$ cat src/rtl/vpg_pkg.sv
// Shared constants for the parametrised video pattern generator: mode codes,
// the colour-bar table and raster arithmetic helpers.
package vpg_pkg;

  localparam logic [2:0] PAT_BARS  = 3'd0;
  localparam logic [2:0] PAT_CHECK = 3'd1;
  localparam logic [2:0] PAT_RAMP  = 3'd2;
  localparam logic [2:0] PAT_BOX   = 3'd3;
  localparam logic [2:0] PAT_WHITE = 3'd4;
  localparam logic [2:0] PAT_RED   = 3'd5;
  localparam logic [2:0] PAT_GREEN = 3'd6;
  localparam logic [2:0] PAT_BLUE  = 3'd7;

  // Entry i is bar i (left to right) as {r, g, b}, one bit per channel.
  localparam logic [7:0][2:0] BAR_RGB = {
    3'b000,  // 7 black
    3'b001,  // 6 blue
    3'b100,  // 5 red
    3'b101,  // 4 magenta
    3'b010,  // 3 green
    3'b011,  // 2 cyan
    3'b110,  // 1 yellow
    3'b111   // 0 white
  };

  function automatic int unsigned total(input int unsigned active, input int unsigned fp,
                                        input int unsigned sync, input int unsigned bp);
    return active + fp + sync + bp;
  endfunction

endpackage

$ cat src/rtl/vpg_raster_timing.sv
// Free-running horizontal/vertical raster counters with combinational sync, active-region,
// pixel coordinate and end-of-frame decode. Outputs are not registered here.
module vpg_raster_timing
  import vpg_pkg::*;
#(
  parameter int unsigned H_ACTIVE = 640,
  parameter int unsigned H_FP     = 16,
  parameter int unsigned H_SYNC   = 96,
  parameter int unsigned H_BP     = 48,
  parameter int unsigned V_ACTIVE = 480,
  parameter int unsigned V_FP     = 10,
  parameter int unsigned V_SYNC   = 2,
  parameter int unsigned V_BP     = 33,
  parameter bit          SYNC_POL = 1'b0,
  localparam int unsigned H_TOTAL = total(H_ACTIVE, H_FP, H_SYNC, H_BP),
  localparam int unsigned V_TOTAL = total(V_ACTIVE, V_FP, V_SYNC, V_BP),
  localparam int unsigned HW      = $clog2(H_TOTAL),
  localparam int unsigned VW      = $clog2(V_TOTAL)
) (
  input  logic          clk,
  input  logic          rst,
  output logic          hs,
  output logic          vs,
  output logic          active,
  output logic          frame_end,
  output logic [HW-1:0] x,
  output logic [VW-1:0] y
);

  localparam logic [HW-1:0] H_LAST   = HW'(H_TOTAL - 1);
  localparam logic [VW-1:0] V_LAST   = VW'(V_TOTAL - 1);
  localparam int unsigned   HS_START = H_ACTIVE + H_FP;
  localparam int unsigned   HS_END   = H_ACTIVE + H_FP + H_SYNC;
  localparam int unsigned   VS_START = V_ACTIVE + V_FP;
  localparam int unsigned   VS_END   = V_ACTIVE + V_FP + V_SYNC;

  logic [HW-1:0] h_q, h_d;
  logic [VW-1:0] v_q, v_d;
  logic [31:0]   h_ext, v_ext;
  logic          h_wrap;
  logic          hs_on, vs_on;

  assign h_wrap = (h_q == H_LAST);

  always_comb begin
    h_d = h_q + HW'(1);
    v_d = v_q;
    if (h_wrap) begin
      h_d = '0;
      v_d = (v_q == V_LAST) ? '0 : v_q + VW'(1);
    end
  end

  always_ff @(posedge clk) begin
    if (rst) begin
      h_q <= '0;
      v_q <= '0;
    end else begin
      h_q <= h_d;
      v_q <= v_d;
    end
  end

  // Widen before comparing so sync windows that end exactly at the total still decode.
  assign h_ext = 32'(h_q);
  assign v_ext = 32'(v_q);

  assign hs_on     = (h_ext >= HS_START) && (h_ext < HS_END);
  assign vs_on     = (v_ext >= VS_START) && (v_ext < VS_END);
  assign hs        = hs_on ? SYNC_POL : ~SYNC_POL;
  assign vs        = vs_on ? SYNC_POL : ~SYNC_POL;
  assign active    = (h_ext < H_ACTIVE) && (v_ext < V_ACTIVE);
  assign frame_end = h_wrap && (v_q == V_LAST);
  assign x         = h_q;
  assign y         = v_q;

endmodule

$ cat src/rtl/vpg_param_gen.sv
// Raster timing plus 8-mode test-pattern generator; every output is registered one clock
// after the counter state it describes, and mode/box state only change at frame boundaries.
module vpg_param_gen
  import vpg_pkg::*;
#(
  parameter int unsigned H_ACTIVE   = 640,
  parameter int unsigned H_FP       = 16,
  parameter int unsigned H_SYNC     = 96,
  parameter int unsigned H_BP       = 48,
  parameter int unsigned V_ACTIVE   = 480,
  parameter int unsigned V_FP       = 10,
  parameter int unsigned V_SYNC     = 2,
  parameter int unsigned V_BP       = 33,
  parameter int unsigned COLOR_W    = 4,
  parameter bit          SYNC_POL   = 1'b0,
  parameter int unsigned CHECK_LOG2 = 5,
  parameter int unsigned BOX        = 32,
  localparam int unsigned H_TOTAL   = total(H_ACTIVE, H_FP, H_SYNC, H_BP),
  localparam int unsigned V_TOTAL   = total(V_ACTIVE, V_FP, V_SYNC, V_BP),
  localparam int unsigned HW        = $clog2(H_TOTAL),
  localparam int unsigned VW        = $clog2(V_TOTAL)
) (
  input  logic               clk,
  input  logic               rst,
  input  logic [2:0]         pattern_select,
  output logic               o_hs,
  output logic               o_vs,
  output logic               o_de,
  output logic               o_frame_start,
  output logic [COLOR_W-1:0] o_r_data,
  output logic [COLOR_W-1:0] o_g_data,
  output logic [COLOR_W-1:0] o_b_data
);

  localparam int unsigned BAR_W = (H_ACTIVE / 8 == 0) ? 1 : H_ACTIVE / 8;
  localparam int unsigned RAMP_SH =
    ($clog2(H_ACTIVE) > COLOR_W) ? $clog2(H_ACTIVE) - COLOR_W : 0;
  localparam int unsigned BX_MAX = H_ACTIVE - BOX;
  localparam int unsigned BY_MAX = V_ACTIVE - BOX;
  localparam logic [COLOR_W-1:0] ONES = {COLOR_W{1'b1}};

  logic          hs, vs, active, frame_end;
  logic [HW-1:0] x;
  logic [VW-1:0] y;

  vpg_raster_timing #(
    .H_ACTIVE (H_ACTIVE),
    .H_FP     (H_FP),
    .H_SYNC   (H_SYNC),
    .H_BP     (H_BP),
    .V_ACTIVE (V_ACTIVE),
    .V_FP     (V_FP),
    .V_SYNC   (V_SYNC),
    .V_BP     (V_BP),
    .SYNC_POL (SYNC_POL)
  ) u_timing (
    .clk       (clk),
    .rst       (rst),
    .hs        (hs),
    .vs        (vs),
    .active    (active),
    .frame_end (frame_end),
    .x         (x),
    .y         (y)
  );

  logic [2:0]    pat_q, pat_d;
  logic [HW-1:0] bx_q, bx_d;
  logic [VW-1:0] by_q, by_d;
  logic          dx_q, dx_d;  // 1 = moving toward larger coordinate
  logic          dy_q, dy_d;

  always_comb begin
    pat_d = pat_q;
    bx_d  = bx_q;
    by_d  = by_q;
    dx_d  = dx_q;
    dy_d  = dy_q;
    if (frame_end) begin
      pat_d = pattern_select;
      // A bounce reverses direction and steps back in the same update.
      if (dx_q) begin
        if (32'(bx_q) == BX_MAX) begin
          dx_d = 1'b0;
          bx_d = bx_q - HW'(1);
        end else begin
          bx_d = bx_q + HW'(1);
        end
      end else begin
        if (bx_q == '0) begin
          dx_d = 1'b1;
          bx_d = bx_q + HW'(1);
        end else begin
          bx_d = bx_q - HW'(1);
        end
      end
      if (dy_q) begin
        if (32'(by_q) == BY_MAX) begin
          dy_d = 1'b0;
          by_d = by_q - VW'(1);
        end else begin
          by_d = by_q + VW'(1);
        end
      end else begin
        if (by_q == '0) begin
          dy_d = 1'b1;
          by_d = by_q + VW'(1);
        end else begin
          by_d = by_q - VW'(1);
        end
      end
    end
  end

  always_ff @(posedge clk) begin
    if (rst) begin
      pat_q <= PAT_BARS;
      bx_q  <= '0;
      by_q  <= '0;
      dx_q  <= 1'b1;
      dy_q  <= 1'b1;
    end else begin
      pat_q <= pat_d;
      bx_q  <= bx_d;
      by_q  <= by_d;
      dx_q  <= dx_d;
      dy_q  <= dy_d;
    end
  end

  logic [31:0]        x_ext, y_ext, bx_ext, by_ext;
  logic [31:0]        bar_idx, ramp_full;
  logic [2:0]         bar_sel, bar_rgb;
  logic [COLOR_W-1:0] ramp;
  logic               in_box, check_on;
  logic [COLOR_W-1:0] r_d, g_d, b_d;

  assign x_ext     = 32'(x);
  assign y_ext     = 32'(y);
  assign bx_ext    = 32'(bx_q);
  assign by_ext    = 32'(by_q);
  assign bar_idx   = x_ext / BAR_W;
  assign bar_sel   = (bar_idx > 32'd7) ? 3'd7 : bar_idx[2:0];
  assign bar_rgb   = BAR_RGB[bar_sel];
  assign ramp_full = x_ext >> RAMP_SH;
  assign ramp      = (ramp_full > 32'(ONES)) ? ONES : ramp_full[COLOR_W-1:0];
  assign check_on  = x_ext[CHECK_LOG2] ^ y_ext[CHECK_LOG2];
  assign in_box    = (x_ext >= bx_ext) && (x_ext < bx_ext + BOX) &&
                     (y_ext >= by_ext) && (y_ext < by_ext + BOX);

  always_comb begin
    r_d = '0;
    g_d = '0;
    b_d = '0;
    unique case (pat_q)
      PAT_BARS: begin
        r_d = {COLOR_W{bar_rgb[2]}};
        g_d = {COLOR_W{bar_rgb[1]}};
        b_d = {COLOR_W{bar_rgb[0]}};
      end
      PAT_CHECK: begin
        r_d = check_on ? ONES : '0;
        g_d = check_on ? ONES : '0;
        b_d = check_on ? ONES : '0;
      end
      PAT_RAMP: begin
        r_d = ramp;
        g_d = ramp;
        b_d = ramp;
      end
      PAT_BOX: begin
        r_d = in_box ? ONES : '0;
        g_d = in_box ? ONES : '0;
        b_d = ONES;
      end
      PAT_WHITE: begin
        r_d = ONES;
        g_d = ONES;
        b_d = ONES;
      end
      PAT_RED:   r_d = ONES;
      PAT_GREEN: g_d = ONES;
      PAT_BLUE:  b_d = ONES;
      default: ;
    endcase
    if (!active) begin
      r_d = '0;
      g_d = '0;
      b_d = '0;
    end
  end

  always_ff @(posedge clk) begin
    if (rst) begin
      o_hs          <= ~SYNC_POL;
      o_vs          <= ~SYNC_POL;
      o_de          <= 1'b0;
      o_frame_start <= 1'b0;
      o_r_data      <= '0;
      o_g_data      <= '0;
      o_b_data      <= '0;
    end else begin
      o_hs          <= hs;
      o_vs          <= vs;
      o_de          <= active;
      o_frame_start <= active && (x == '0) && (y == '0);
      o_r_data      <= r_d;
      o_g_data      <= g_d;
      o_b_data      <= b_d;
    end
  end

endmodule

$ cat config.mk
export PLATFORM = sky130hd
export DESIGN_NAME = vpg_param_gen
export DESIGN_NICKNAME = d
export VERILOG_FILES = /design/src/rtl/vpg_pkg.sv /design/src/rtl/vpg_raster_timing.sv /design/src/rtl/vpg_param_gen.sv
export SDC_FILE = /design/constraint.sdc
export NUM_CORES = 1
export LEC_CHECK = 0
export CAP_MARGIN = 30
export CELL_PAD_IN_SITES_DETAIL_PLACEMENT = 0
export CELL_PAD_IN_SITES_GLOBAL_PLACEMENT = 1
export CORE_MARGIN = 2
export CORE_UTILIZATION = 35
export CTS_CLUSTER_SIZE = 10
export DETAILED_ROUTE_END_ITERATION = 12
export PLACE_DENSITY_LB_ADDON = 0.1
export SLEW_MARGIN = 20
export SYNTH_ARGS = -nofsm -noshare
export SYNTH_HDL_FRONTEND = slang
export SYNTH_HIERARCHICAL = 1
export SYNTH_SLANG_ARGS = --single-unit
export TNS_END_PERCENT = 50
$ cat constraint.sdc
create_clock -name clk -period 2.7 [get_ports clk]
set_input_delay 0.54 -clock clk [delete_from_list [all_inputs] [get_ports clk]]
set_output_delay 0.54 -clock clk [all_outputs]
set_load 0.02 [all_outputs]
==> results of run 1 <==
[timing repair]
item                                    4_1_cts  5_1_grt
endpoints found under the setup margin        0        9
buffers inserted                              0        1
resized for setup                             0        5
[metal layers]
| metal | up-vias | track usage | share of wire | wire, um |
|---|---|---|---|---|
| met1 | 1818 | 0.237 | 0.48 | 5510 |
| met4 | 0 | 0.0722 | 0.012 | 138 |
| li1 | 1988 | - | - | - |
| met2 | 67 | 0.307 | 0.48 | 5470 |
| met5 | - | 0 | 0 | 0 |
| met3 | 11 | 0.0371 | 0.029 | 328 |
[layout by cell type (no fill, tap or decap), drive strengths merged, types with 14 or more instances in the layout]
cell type      synthesis  layout
mux2i                 14      14
ha                    44      44
buf                    8      35
nand3                 18      18
nand2                 29      29
xnor2                 21      21
nor2                  57      57
dfxtp                 61      61
o21ai                 19      19
nor3                  19      19
clkdlybuf4s50          0      20
a21oi                 21      21
inv                   39      39
[worst paths after layout]
path / endpoint / depth (start not counted) / slack (ns) / from
setup / recovery: bx_q[9] / 11 / 0.20 / u_timing/y[0]
hold / removal: u_timing/x[0] / 1 / 0.52 / u_timing/x[0]
setup reg to reg: bx_q[9] / 11 / 0.20 / u_timing/y[0]
hold reg to reg: u_timing/x[0] / 1 / 0.52 / u_timing/x[0]
[kinds of logic after synthesis]
kind of cell | after synthesis
simple gates | 201
compound gates | 104
buf+inv | 62
flops | 61
fa+ha+maj | 44
xor+xnor | 28
mux | 24
[sequential cells by signal, indices dropped and copies added, names as in the netlist]
register / flops
o_b_data: 4
dy_q: 1
o_frame_start: 1
o_de: 1
o_vs: 1
o_r_data: 4
pat_q: 3
u_timing/y: 10
dx_q: 1
o_hs: 1
by_q: 10
u_timing/x: 10
o_g_data: 4
bx_q: 10
[cell type report]
cell class / count / area, um2 / share of cell area
Multi-Input combinational cell: 401 / 2900 / 0.550
Sequential cell: 61 / 1220 / 0.232
Timing Repair Buffer: 55 / 467 / 0.0885
Clock buffer: 12 / 256 / 0.0486
Tap cell: 168 / 210 / 0.0399
Inverter: 39 / 146 / 0.0278
Clock inverter: 4 / 70.1 / 0.0133
[power breakdown]
group	internal, mW	total (mW)	switching [mW]
Sequential	0.917	0.927	0.0101
Combinational	0.0479	0.103	0.0553
Clock	0.854	1.27	0.412
Total	1.82	2.30	0.477
==> qor.txt, run 1 <==
max_slew headroom: 0.689
first-pass GRT wire length: 19.2 mm
Fill cells: 1217
fin crit share: 0.924
MaxCap Viol Count: 0
CP cell instances: inv_1, ha_1, nor4bb_1, nand4_1, nor2_4, inv_1, nor3_2, nand2_1, or4_1, and3_1, nor3_2
via count: 3884
CP Capture Type: flop
arrival time worst endpoint: 2.76 ns
initial antenna violation count: 0
Final setup viols: 0
Initial Util: 0.362
Routed Antenna Nets: 0
Post-Synth Adder-Cell Area: 0.126
Worst-Skew Late Latency: 0.34 ns
Syn Area/Cell: 8.32 um2
IO Port Bufs: 20
Seq/Total Area, Yosys: 0.280
outcome: complete, no violations
WL/cell: 15.5 um
CP max stage cell: or4_1
xor and xnor area share after synthesis: 0.0562
GPL Wtd Cong: 0.818
Placed Area: 4920 um2
final worst slack: 0.204 ns
post-layout util: 0.437
# rows: 40
global route total overflow: 0
H-tree depth: 3
largest family of logic cells by synthesized area: simple AND/OR/NAND/NOR gates
share of cells above drive strength 1: 0.147
worst hold slack: 0.518 ns
TritonRoute pass-1 iters: 4
Clock transition at path regs: 0.05 ns
synthesized area: 4360 um2
total die area: 13400 um2
DP Cell Count: 723
Net Count, Synth: 573
drt total wl: 11.4 mm
leading area contributor after synthesis: dfxtp_1
crit path time final: 2.50 ns
WP buf/inv: 2
mux cell area share after synthesis: 0.0580
CTS Buffer Depth: 2
Core Region: 12100 um2
CTS tree: built
Syn Inst Count: 524
vias in the first global route: 3828
clk_skew: 0.0103 ns
CTS root buf: clkbuf_16
Synth area leaders: dfxtp_1 28%, ha_1 13%, nor2_1 4.8%, xnor2_1 4.2%, inv_1 3.4%
RSZ-0062 raised after global routing: true
fin nets: 616
Synth top cells by count: 61 x dfxtp_1, 56 x nor2_1, 44 x ha_1
Post-DP HPWL: 8.52 mm
largest net degree at the start of global routing: 26
CTS Sinks: 61
die width: 116 um
setup TNS: 0 ns
top-area cell type share of the netlist area: 0.280
Synth warnings: 6
VDD IR max: 0.319 mV
main flop type after synthesis: dfxtp_1
Global Route Usage Sum: 0.185
Crit Path Category: reg -> reg
Post-Layout Cell Count: 740
FMAX: 401 MHz
post-synthesis simple-gate area fraction: 0.253
Crit path largest cell delay: 0.43 ns
Ant. Diodes: 0
drt first-iter violations: 260
DRC: 0
CP Launch Type: flop
post-synthesis compound-gate area fraction: 0.169
Die Span Y: 116 um
most frequent cell after synthesis: dfxtp_1
PD cells: 436 nW/um2
Inserted Clock Buffers: 9
Post-synth EDFFs: 0
Power Total: 2.30 mW
slew at the pin closest to its max-slew limit: 0.455 ns
ys async rst share: 0
leakage power total: 2.06 nW
Slew Limit Fails: 0
required time worst endpoint: 2.97 ns
final hold violation count: 0
num ports: 21
Placement Setup Slack: 0.165 ns
crit path max fanout: 3
post-route cell area: 5270 um2
flip-flop and latch count after synthesis: 61
Area growth, synth to finish: 20.9%
hold crit path type: reg -> reg
Top delay family on crit path: simple AND/OR/NAND/NOR gates
hold buffer count at CTS: 0
Synth cell types: 66
vias per inst: 5.25
Power figures use the tool's default switching activity.
==> run 2, diff against run 1 <==
--- a/config.mk
+++ b/config.mk
@@ -10,7 +10,7 @@
 export CELL_PAD_IN_SITES_GLOBAL_PLACEMENT = 1
 export CORE_MARGIN = 2
 export CORE_UTILIZATION = 35
-export CTS_CLUSTER_SIZE = 10
+export CTS_CLUSTER_SIZE = 14
 export DETAILED_ROUTE_END_ITERATION = 12
 export PLACE_DENSITY_LB_ADDON = 0.1
 export SLEW_MARGIN = 20
==> results of run 2 <==
Final layout, timing and power as in run 1 (identical DEF).
==> run 3, diff against run 2 <==
--- a/config.mk
+++ b/config.mk
@@ -13,6 +13,7 @@
 export CTS_CLUSTER_SIZE = 14
 export DETAILED_ROUTE_END_ITERATION = 12
 export PLACE_DENSITY_LB_ADDON = 0.1
+export SKIP_LAST_GASP = 1
 export SLEW_MARGIN = 20
 export SYNTH_ARGS = -nofsm -noshare
 export SYNTH_HDL_FRONTEND = slang
==> run 3 against run 2 <==
Net effect: combinational power is essentially flat; via count is essentially flat; clock skew is essentially flat; non-clock buffer count is the same; setup slack lost 0.015 ns; flip-flop and latch count is the same; hold slack is essentially flat; utilization shrank 0.052 points; die area is the same; cell count is the same.
==> qor.txt, run 3 (synthesis results as in run 1) <==
outcome: complete, no violations
DRC: 0
TritonRoute pass-1 iters: 4
hold buffer count at CTS: 0
CP Launch Type: flop
most common cell after layout, fill and taps aside: dfxtp_1
CP Capture Type: flop
CTS Sinks: 61
arrival time worst endpoint: 2.78 ns
total die area: 13400 um2
crit path max fanout: 3
Initial Util: 0.362
share of cells above drive strength 1: 0.145
Ant. Diodes: 0
leakage power total: 2.06 nW
CP max stage cell: or4_1
Die Span Y: 116 um
via count: 3887
Final setup viols: 0
hold crit path type: reg -> reg
drt first-iter violations: 257
die width: 116 um
CTS tree: built
num ports: 21
FMAX: 398 MHz
clk_skew: 0.0103 ns
crit path time final: 2.51 ns
global route total overflow: 0
vias in the first global route: 3828
most frequent cells in the layout: 60 x dfxtp_1, 55 x nor2_1, 44 x ha_1, 39 x inv_1, 34 x buf_4
H-tree depth: 3
Post-DP HPWL: 8.52 mm
Worst-Skew Late Latency: 0.34 ns
Crit Path Category: reg -> reg
Inserted Clock Buffers: 9
vias per inst: 5.25
VDD IR max: 0.319 mV
Area growth, synth to finish: 20.8%
Post-Layout Cell Count: 740
CTS Buffer Depth: 2
PD cells: 436 nW/um2
DP Cell Count: 723
IO Port Bufs: 20
Routed Antenna Nets: 0
required time worst endpoint: 2.97 ns
Slew Limit Fails: 0
RSZ-0062 raised after global routing: true
initial antenna violation count: 0
slew at the pin closest to its max-slew limit: 0.455 ns
fin nets: 616
largest net degree at the start of global routing: 26
first-pass GRT wire length: 19.2 mm
final hold violation count: 0
fin crit share: 0.930
CP cell instances: inv_1, ha_1, nor4bb_1, nand4_1, nor2_2, inv_1, nor3_2, nand2_1, or4_1, and3_1, nor3_2
Global Route Usage Sum: 0.185
drt total wl: 11.4 mm
MaxCap Viol Count: 0
Power Total: 2.30 mW
CTS root buf: clkbuf_16
Clock transition at path regs: 0.05 ns
Crit path largest cell delay: 0.43 ns
WL/cell: 15.4 um
GPL Wtd Cong: 0.818
# rows: 40
Core Region: 12100 um2
max_slew headroom: 0.689
-- run 3: cell counts in the layout (fill, tap and decap cells not counted) --
No cell type changed its count.
-- run 3: cell type report --
type / instances / area (um2)
clock buffer: 12 / 256
clock inverter: 4 / 70.1
fill: 1220 / 6800
inverter: 39 / 146
multi-input combinational: 401 / 2890
sequential: 61 / 1220
tap: 168 / 210
timing repair buffer: 55 / 467
-- run 3: timing repair --
action | 4_1_cts | 5_1_grt
endpoints found under the hold margin | 0 | 0
buffers inserted | 0 | 1
endpoints found under the setup margin | 0 | 9
gates resized for setup | 0 | 3
-- run 3: per-stage QoR --
stage | utilization | area (um2) | setup WS, ns | hold slack (ns) | setup TNS [ns]
floorplan | - | 4360 | 0.282 | 0.460 | 0
global placement | 0.408 | 4920 | 0.214 | 0.497 | 0
detailed placement | 0.408 | 4920 | 0.165 | 0.509 | 0
CTS | 0.435 | 5250 | 0.155 | 0.520 | 0
global route | 0.437 | 5270 | -0.0287 | 0.540 | -0.101
finish | 0.437 | 5270 | 0.189 | 0.518 | 0
-- run 3: critical path, delay by kind of cell, from the launching register on --
kind,cells,cell delay (ns)
buffers and inverters,2,0.20
adders and majority gates,1,0.15
and+or+nand+nor,8,1.81
DFF,1,0.30
-- run 3: final timing paths --
check | from | slack [ns] | end | cells past startpoint
min | u_timing/x[0] | 0.52 | u_timing/x[0] | 1
max | u_timing/y[0] | 0.19 | bx_q[9] | 11
max reg2reg | u_timing/y[0] | 0.19 | bx_q[9] | 11
min reg2reg | u_timing/x[0] | 0.52 | u_timing/x[0] | 1
-- run 3: per-layer routing --
metal / share of wire / vias up / wire length (um) / track usage
met4: 0.012 / 0 / 138 / 0.0722
met5: 0 / - / 0 / 0
met1: 0.48 / 1820 / 5490 / 0.237
met2: 0.48 / 67 / 5470 / 0.307
li1: - / 1989 / - / -
met3: 0.029 / 11 / 329 / 0.0371
-- run 3: report_power, final --
group | internal, mW | switching [mW] | total (mW)
Combinational | 0.0479 | 0.0552 | 0.103
Sequential | 0.917 | 0.0100 | 0.927
Clock | 0.854 | 0.412 | 1.27
